--- config.mk ---
export PLATFORM = sky130hd
export DESIGN_NAME = collision_monitor
export DESIGN_NICKNAME = d
export VERILOG_FILES = /design/src/rtl/collision_monitor.sv
export SDC_FILE = /design/constraint.sdc
export NUM_CORES = 1
export LEC_CHECK = 0
export CAP_MARGIN = 20
export CORE_AREA = 2 2 55 57
export DETAILED_ROUTE_END_ITERATION = 7
export DIE_AREA = 0 0 57 59
export DONT_BUFFER_PORTS = 1
export SLEW_MARGIN = 20
export SYNTH_ARGS = -nofsm -noshare
export SYNTH_HDL_FRONTEND = slang
export SYNTH_SLANG_ARGS = --single-unit
--- constraint.sdc ---
create_clock -name clk -period 2.5 [get_ports clk]
set_input_delay 0.5 -clock clk [delete_from_list [all_inputs] [get_ports clk]]
set_output_delay 0.5 -clock clk [all_outputs]
set_load 0.01 [all_outputs]
--- src/rtl/collision_monitor.sv ---
// Frog/obstacle collision monitor: lives, hit row, goal detection and game sequencing.
// Optional post-hit immunity window is built when COLLISION_GRACE_EN is defined.
module collision_monitor #(
   parameter int ROWS         = 8,
   parameter int COLS         = 8,
   parameter int LIVES        = 3,
   parameter int GOAL_ROW     = 7,
   parameter int GRACE_CYCLES = 16
) (
   input  logic                     clk,
   input  logic                     reset,
   input  logic                     restart,
   input  logic [ROWS*COLS-1:0]     obsMove,
   input  logic [ROWS*COLS-1:0]     frogMove,
   output logic                     resetField,
   output logic [((ROWS > 1) ? $clog2(ROWS) : 1)-1:0] hitRow,
   output logic [3:0]               livesLeft,
   output logic                     gameOver,
   output logic                     win
);

   localparam int HW = (ROWS > 1) ? $clog2(ROWS) : 1;

   // Out-of-range parameters elaborate this named marker block so the
   // misconfiguration is visible in the elaborated hierarchy.
   if (LIVES < 1 || LIVES > 15 || GRACE_CYCLES < 1 || GOAL_ROW >= ROWS) begin : g_param_out_of_range
   end

`ifdef COLLISION_GRACE_EN
   localparam int GW = (GRACE_CYCLES > 1) ? $clog2(GRACE_CYCLES) : 1;

   typedef enum logic [2:0] {
      PLAY  = 3'd0,
      HIT   = 3'd1,
      OVER  = 3'd2,
      WON   = 3'd3,
      GRACE = 3'd4
   } state_t;

   logic [GW-1:0] grace_cnt, grace_cnt_next;
`else
   typedef enum logic [1:0] {
      PLAY = 2'd0,
      HIT  = 2'd1,
      OVER = 2'd2,
      WON  = 2'd3
   } state_t;
`endif

   state_t state, state_next;

   logic          hit;
   logic          goal;
   logic [HW-1:0] first_row;

   logic          reset_field_next;
   logic [HW-1:0] hit_row_next;
   logic [3:0]    lives_next;
   logic          game_over_next;
   logic          win_next;

   // Scan from the top row downwards so the lowest colliding row is kept.
   always_comb begin
      hit       = 1'b0;
      first_row = '0;
      for (int r = ROWS - 1; r >= 0; r--) begin
         if (|(obsMove[r*COLS +: COLS] & frogMove[r*COLS +: COLS])) begin
            hit       = 1'b1;
            first_row = HW'(r);
         end
      end
      goal = |frogMove[GOAL_ROW*COLS +: COLS];
   end

   always_comb begin
      state_next       = state;
      reset_field_next = 1'b0;
      hit_row_next     = hitRow;
      lives_next       = livesLeft;
      game_over_next   = gameOver;
      win_next         = win;
`ifdef COLLISION_GRACE_EN
      grace_cnt_next   = grace_cnt;
`endif

      if (restart) begin
         // Toggling keeps a held restart from driving resetField high back to back.
         state_next       = PLAY;
         lives_next       = 4'(LIVES);
         hit_row_next     = '0;
         game_over_next   = 1'b0;
         win_next         = 1'b0;
         reset_field_next = ~resetField;
`ifdef COLLISION_GRACE_EN
         grace_cnt_next   = '0;
`endif
      end else begin
         case (state)
            PLAY: begin
               if (hit) begin
                  hit_row_next     = first_row;
                  reset_field_next = 1'b1;
                  if (livesLeft <= 4'd1) begin
                     lives_next     = 4'd0;
                     game_over_next = 1'b1;
                     state_next     = OVER;
                  end else begin
                     lives_next = livesLeft - 4'd1;
                     state_next = HIT;
                  end
               end else if (goal) begin
                  win_next         = 1'b1;
                  reset_field_next = 1'b1;
                  state_next       = WON;
               end
            end
            HIT: begin
`ifdef COLLISION_GRACE_EN
               grace_cnt_next = GW'(GRACE_CYCLES - 1);
               state_next     = GRACE;
`else
               state_next     = PLAY;
`endif
            end
`ifdef COLLISION_GRACE_EN
            GRACE: begin
               if (goal) begin
                  win_next         = 1'b1;
                  reset_field_next = 1'b1;
                  grace_cnt_next   = '0;
                  state_next       = WON;
               end else if (grace_cnt == '0) begin
                  state_next = PLAY;
               end else begin
                  grace_cnt_next = grace_cnt - GW'(1);
               end
            end
`endif
            OVER: state_next = OVER;
            WON:  state_next = WON;
            default: state_next = PLAY;
         endcase
      end
   end

   always_ff @(posedge clk or posedge reset) begin
      if (reset) begin
         state      <= PLAY;
         resetField <= 1'b0;
         hitRow     <= '0;
         livesLeft  <= 4'(LIVES);
         gameOver   <= 1'b0;
         win        <= 1'b0;
`ifdef COLLISION_GRACE_EN
         grace_cnt  <= '0;
`endif
      end else begin
         state      <= state_next;
         resetField <= reset_field_next;
         hitRow     <= hit_row_next;
         livesLeft  <= lives_next;
         gameOver   <= game_over_next;
         win        <= win_next;
`ifdef COLLISION_GRACE_EN
         grace_cnt  <= grace_cnt_next;
`endif
      end
   end

endmodule

* Word level (Yosys, flattened, before mapping)
Cells that the tools add are included.
** Storage, ports and cells
- Bits in registers :: 12
- Bits of input ports :: 131
- Output and inout port bits :: 10
- Word-level logic and storage cells :: 79
** Operators by class
- Add/sub/neg operators :: 1
- Magnitude comparators :: 1
- Equal/unequal tests :: 5
- Multiplexer cells :: 40
- Bitwise logic cells :: 9
- Reductions and logical operators :: 17
** Operators by type and width (number)
- 8-bit OR reduction :: 9
- 8-bit bitwise AND :: 8
- 3-bit two-way mux :: 11
- 1-bit two-way mux :: 20
- 4-bit two-way mux :: 4
- 2-bit two-way mux :: 4
- 2-bit case mux with 4 select lines :: 1
- 2-bit nonzero test :: 4
- 3-bit AND reduction :: 2
- 2-bit equality test, second input constant :: 2
- 4-bit by 1-bit less-or-equal comparator with 1-bit output, second input constant :: 1
- 4-bit inequality test, second input constant :: 1
- 4-bit by 1-bit subtractor with 4-bit output, second input constant :: 1
- 2-bit by 1-bit equality test with 1-bit output, second input constant :: 1
- 2-bit logical NOT :: 1
- 2-bit inequality test, second input constant :: 1
- 2-bit AND reduction :: 1
- 1-bit NOT :: 1

* Longest topological paths before layout
- Depth in word-level cells :: 13
- Gate-level depth with buffers :: 6
- Depth with buffers taken out :: 6

* Least setup slack after synthesis
Ideal clock, no wire load.
- Path kind :: input -> register
- Start :: input obsMove[2]
- End :: register state[0]
- Setup time :: 0.104 ns
- Arrival time :: 2.078 ns
- Data required time :: 2.396 ns
- Slack :: 0.318 ns
- Stages :: 6
- Path buffers :: 1
- Cell sequence :: a22oi_1 nand4_1 or4b_1 buf_2 or4b_1 o311ai_1
** On the way
- Longest elaborated chain between the ends :: 6
- Elaborated cells on any way between the ends :: 7
- Those cells by class :: eq/ne: 1; mux: 4; bitwise: 1; reduce/logical: 1
** RTL lines
- start, declared :: RTL line 13 : input logic [ROWS*COLS-1:0] obsMove,
- 8-bit bitwise AND (*) :: RTL line 67 : if (|(obsMove[r*COLS +: COLS] & frogMove[r*COLS +: COLS])) begin
- 8-bit OR reduction (*) :: RTL line 67
- 1-bit two-way mux (*) :: RTL line 67
- 2-bit two-way mux :: RTL line 100 : if (hit) begin
- 2-bit case mux with 4 select lines :: RTL line 98 : case (state)
- 2-bit two-way mux :: RTL line 86 : if (restart) begin
- end signal, assigned :: RTL line 158 : state <= state_next;
- end, declared :: RTL line 50 : state_t state, state_next;
Mark *: on every way between the ends. The rest lies on a longest branch, timed or not.
A chain may end at the register's enable or synchronous reset.

* Final worst setup path
- Start :: input obsMove[1]
- End :: register state[0]
Same word-level chain as after synthesis.

==> impl_metrics.ini <==
[layout]
nFillCells = 275
register_area_um2 = 303
diodes = 0
layout-drive-gt1-share_pct = 7.94
area_delta_synth_final_pct = 8.99
multiInputGateArea_um2 = 699
final-instance-count-excl-fill = 157
fin_nets = 260

[global_route]
grt_usage_pct = 21.6
grt_pass1_vias = 1119
antenna_found_initial = 0
grt_overflow = 0
grt_pass1_wl_mm = 5.42
grt_max_degree = 13

[clock_network]
postCtsSetupBuffers = 0
clk-insertion-delay-late_ns = 0.27
holdBufCountCts = 0
cts-htree-levels = 1
cts_resized = 0
root_buffer = clkbuf_4
cts_buffer_depth = 2
clock_sinks = 12
cts_made_buffers = 3
clk_pin_slew_ns = 0.08
cts_tree = yes

[worst_hold_path]
hold_path.class = primary input to async pin

[setup_path]
regToRegEndpoint = state[0]$_DFFE_PP0P_
slowest_stage = or4b_1
worstPathArrival_ns = 2.21
critPathKind = primary input to flop
path_depth = 5
critPathMostFrequentCell = or4b_1
crit_buf_inv = 0
critical_path.top_delay_family = simple AND/OR/NAND/NOR gates
cp.required_ns = 2.67
worst-path-max-fanout = 7
reg2reg_depth = 4
crit_chain = a22oi_1 -> nand4_1 -> or4b_1 -> or4b_1 -> o311ai_1
rr_startpoint = state[1]$_DFFE_PP0P_
reg2reg_slack_ns = 0.79
cp-end-kind = flop
cpPeakStageDelay_ns = 0.68
crit_path_start_kind = primary input

[power_and_ir_drop]
pwr-share-comb_pct = 34.1
p_switching_mw = 0.270
p_seq_share_pct = 44.6
p_sw_share_pct = 37.6
internal_power_mw = 0.450
power_density_nw_per_um2 = 642
ir_worst_vdd_mv = 0.385
power.leakage_nw = 0.430
clockPowerShare_pct = 21.3

[die]
start_util_pct = 38.0
die_w_um = 57
core_area_um2 = 2710
rows = 19
die_h_um = 59
die_area_um2 = 3360
io_pins = 141

[timing]
rsz0062_at_grt = no
tightest_slew_ns = 0.501
worst_clock_skew_ns = 0.00752
finalMaxSlewViolations = 0
max_clock_freq_ghz = 0.490
finalSetupViolations = 0
slew_headroom_pct = 66.5
fin_crit_sh_pct = 81.7
hold_viol = 0
period_minus_slack_ns = 2.04
tns_ns = 0

[flow_run]
drv_cap = 0

[route]
drc = 0
wire_per_inst_um = 24.0
vias = 1161
drt_wl_total_mm = 3.76
drt_iter0_markers = 71
ant_nets = 0
avgViaCountPerCell = 7.39
drtPass1Iterations = 4

[placement]
dp_cells = 153
portBuffers = 0
place_congestion = 0.959
dpl.hpwl_mm = 3.34

[logic_synthesis]
ys_types = 36
syn-num-nets = 254
yosysSeqAreaShare_pct = 29.4
yosys_register_bits = 12
synth_area_um2 = 1030
syn_inst = 121
ys_warn_count = 0
synth_top_area_cell = dfrtp_1
synth_top_area_share_pct = 24.3
synth.area.top_cells = dfrtp_1 (24%), a22oi_1 (23%), dfstp_2 (5.1%), nand4_1 (4.3%), mux2i_1 (3.9%)
avgSynthCellArea_um2 = 8.51

[outcome]
status = complete, no violations
metrics by stage:
step / util [%] / cell area [µm²] / power, mW / hold slack (ns) / setup slack [ns]
finish: 41.4 / 1120 / 0.720 / 0.124 / 0.458
global route: 41.4 / 1120 / 0.784 / 0.141 / 0.394
CTS: 41.4 / 1120 / 0.726 / 0.130 / 0.470
detailed placement: 40.1 / 1090 / 0.568 / 0.436 / 0.179
global placement: 40.1 / 1090 / 0.557 / 0.430 / 0.220
floorplan: - / 1030 / 0.510 / 0.363 / 0.318
metal layers:
layer / track usage (%) / share of wire [%]
met5: 0 / 0
met2: 29.6 / 44
met4: 7.97 / 0.64
met1: 32.1 / 42
met3: 6.11 / 14
cell usage after synthesis:
master,count
a22oi_1,32
dfrtp_1,10
nor2_1,10
nand2_1,9
nand4_1,7
mux2i_1,4
a211oi_1,3
and4_1,3
inv_1,3
nor3_1,3
o211ai_1,3
or4b_1,3
a41oi_1,2
clkbuf_1,2
dfstp_2,2
ha_1,2
nor4_1,2
nor4b_1,2
o21ai_0,2
a21oi_1,1
a221o_1,1
and3_1,1
buf_2,1
clkinv_1,1
nand2b_1,1
nand3_1,1
nand3b_1,1
nor3b_1,1
o21a_1,1
o21ai_1,1
o21bai_1,1
o22ai_1,1
o311ai_1,1
o31ai_1,1
o41ai_1,1
or3_1,1
flip-flops by register name, indices dropped and copies added, names as in the netlist:
name        cells
win             1
livesLeft       4
gameOver        1
state           2
resetField      1
hitRow          3
how the worst max path moves through the flow:
| stage | end | startpoint |
|---|---|---|
| 2_1_floorplan | state[0]$_DFFE_PP0P_ | obsMove[2] |
| 3_3_place_gp | state[0]$_DFFE_PP0P_ | obsMove[2] |
| 3_5_place_dp | state[0]$_DFFE_PP0P_ | obsMove[1] |
| 4_1_cts | state[0]$_DFFE_PP0P_ | obsMove[1] |
| 5_1_grt | state[0]$_DFFE_PP0P_ | obsMove[42] |
| 6_report | state[0]$_DFFE_PP0P_ | obsMove[1] |
cell families after synthesis:
logic type	count (synthesis)	share of synthesized area, %
AOI/OAI and AO/OA	51	36.8
and+or+nand+nor	45	24.8
DFF	12	29.4
buffers and inverters	7	2.67
muxes	4	3.89
adders and majority gates	2	2.43
power by group through the flow:
| stage | Clock [mW] | Combinational, mW | Sequential (mW) |
|---|---|---|---|
| detailed placement | 0 | 0.244 | 0.324 |
| global route | 0.174 | 0.281 | 0.329 |
| finish | 0.153 | 0.245 | 0.321 |
| CTS | 0.160 | 0.245 | 0.321 |
| global placement | 0 | 0.235 | 0.323 |
| floorplan | 0 | 0.200 | 0.310 |
final cells by class:
type,count,area share (%)
tap,31,3.46
multi-input combinational,102,62.3
inverter,4,1.34
clock buffer,4,3.23
timing repair buffer,4,2.68
sequential,12,27.0
cell usage in the layout, fill, tap and decap left out, types with 2 or more instances in the layout:
master    synthesis  routed
clkbuf_4          0       3
nor2_1           10      10
mux2i_1           4       4
a211oi_1          3       3
nor4b_1           2       2
a22oi_1          32      32
and4_1            3       3
or4b_1            3       3
inv_1             3       3
o211ai_1          3       3
dfstp_2           2       2
buf_4             0       4
a41oi_1           2       2
nand2_1           9       9
ha_1              2       2
nor3_1            3       3
o21ai_0           2       2
dfrtp_1          10      10
nor4_1            2       2
nand4_1           7       7
(Power assumes the default switching activity.)
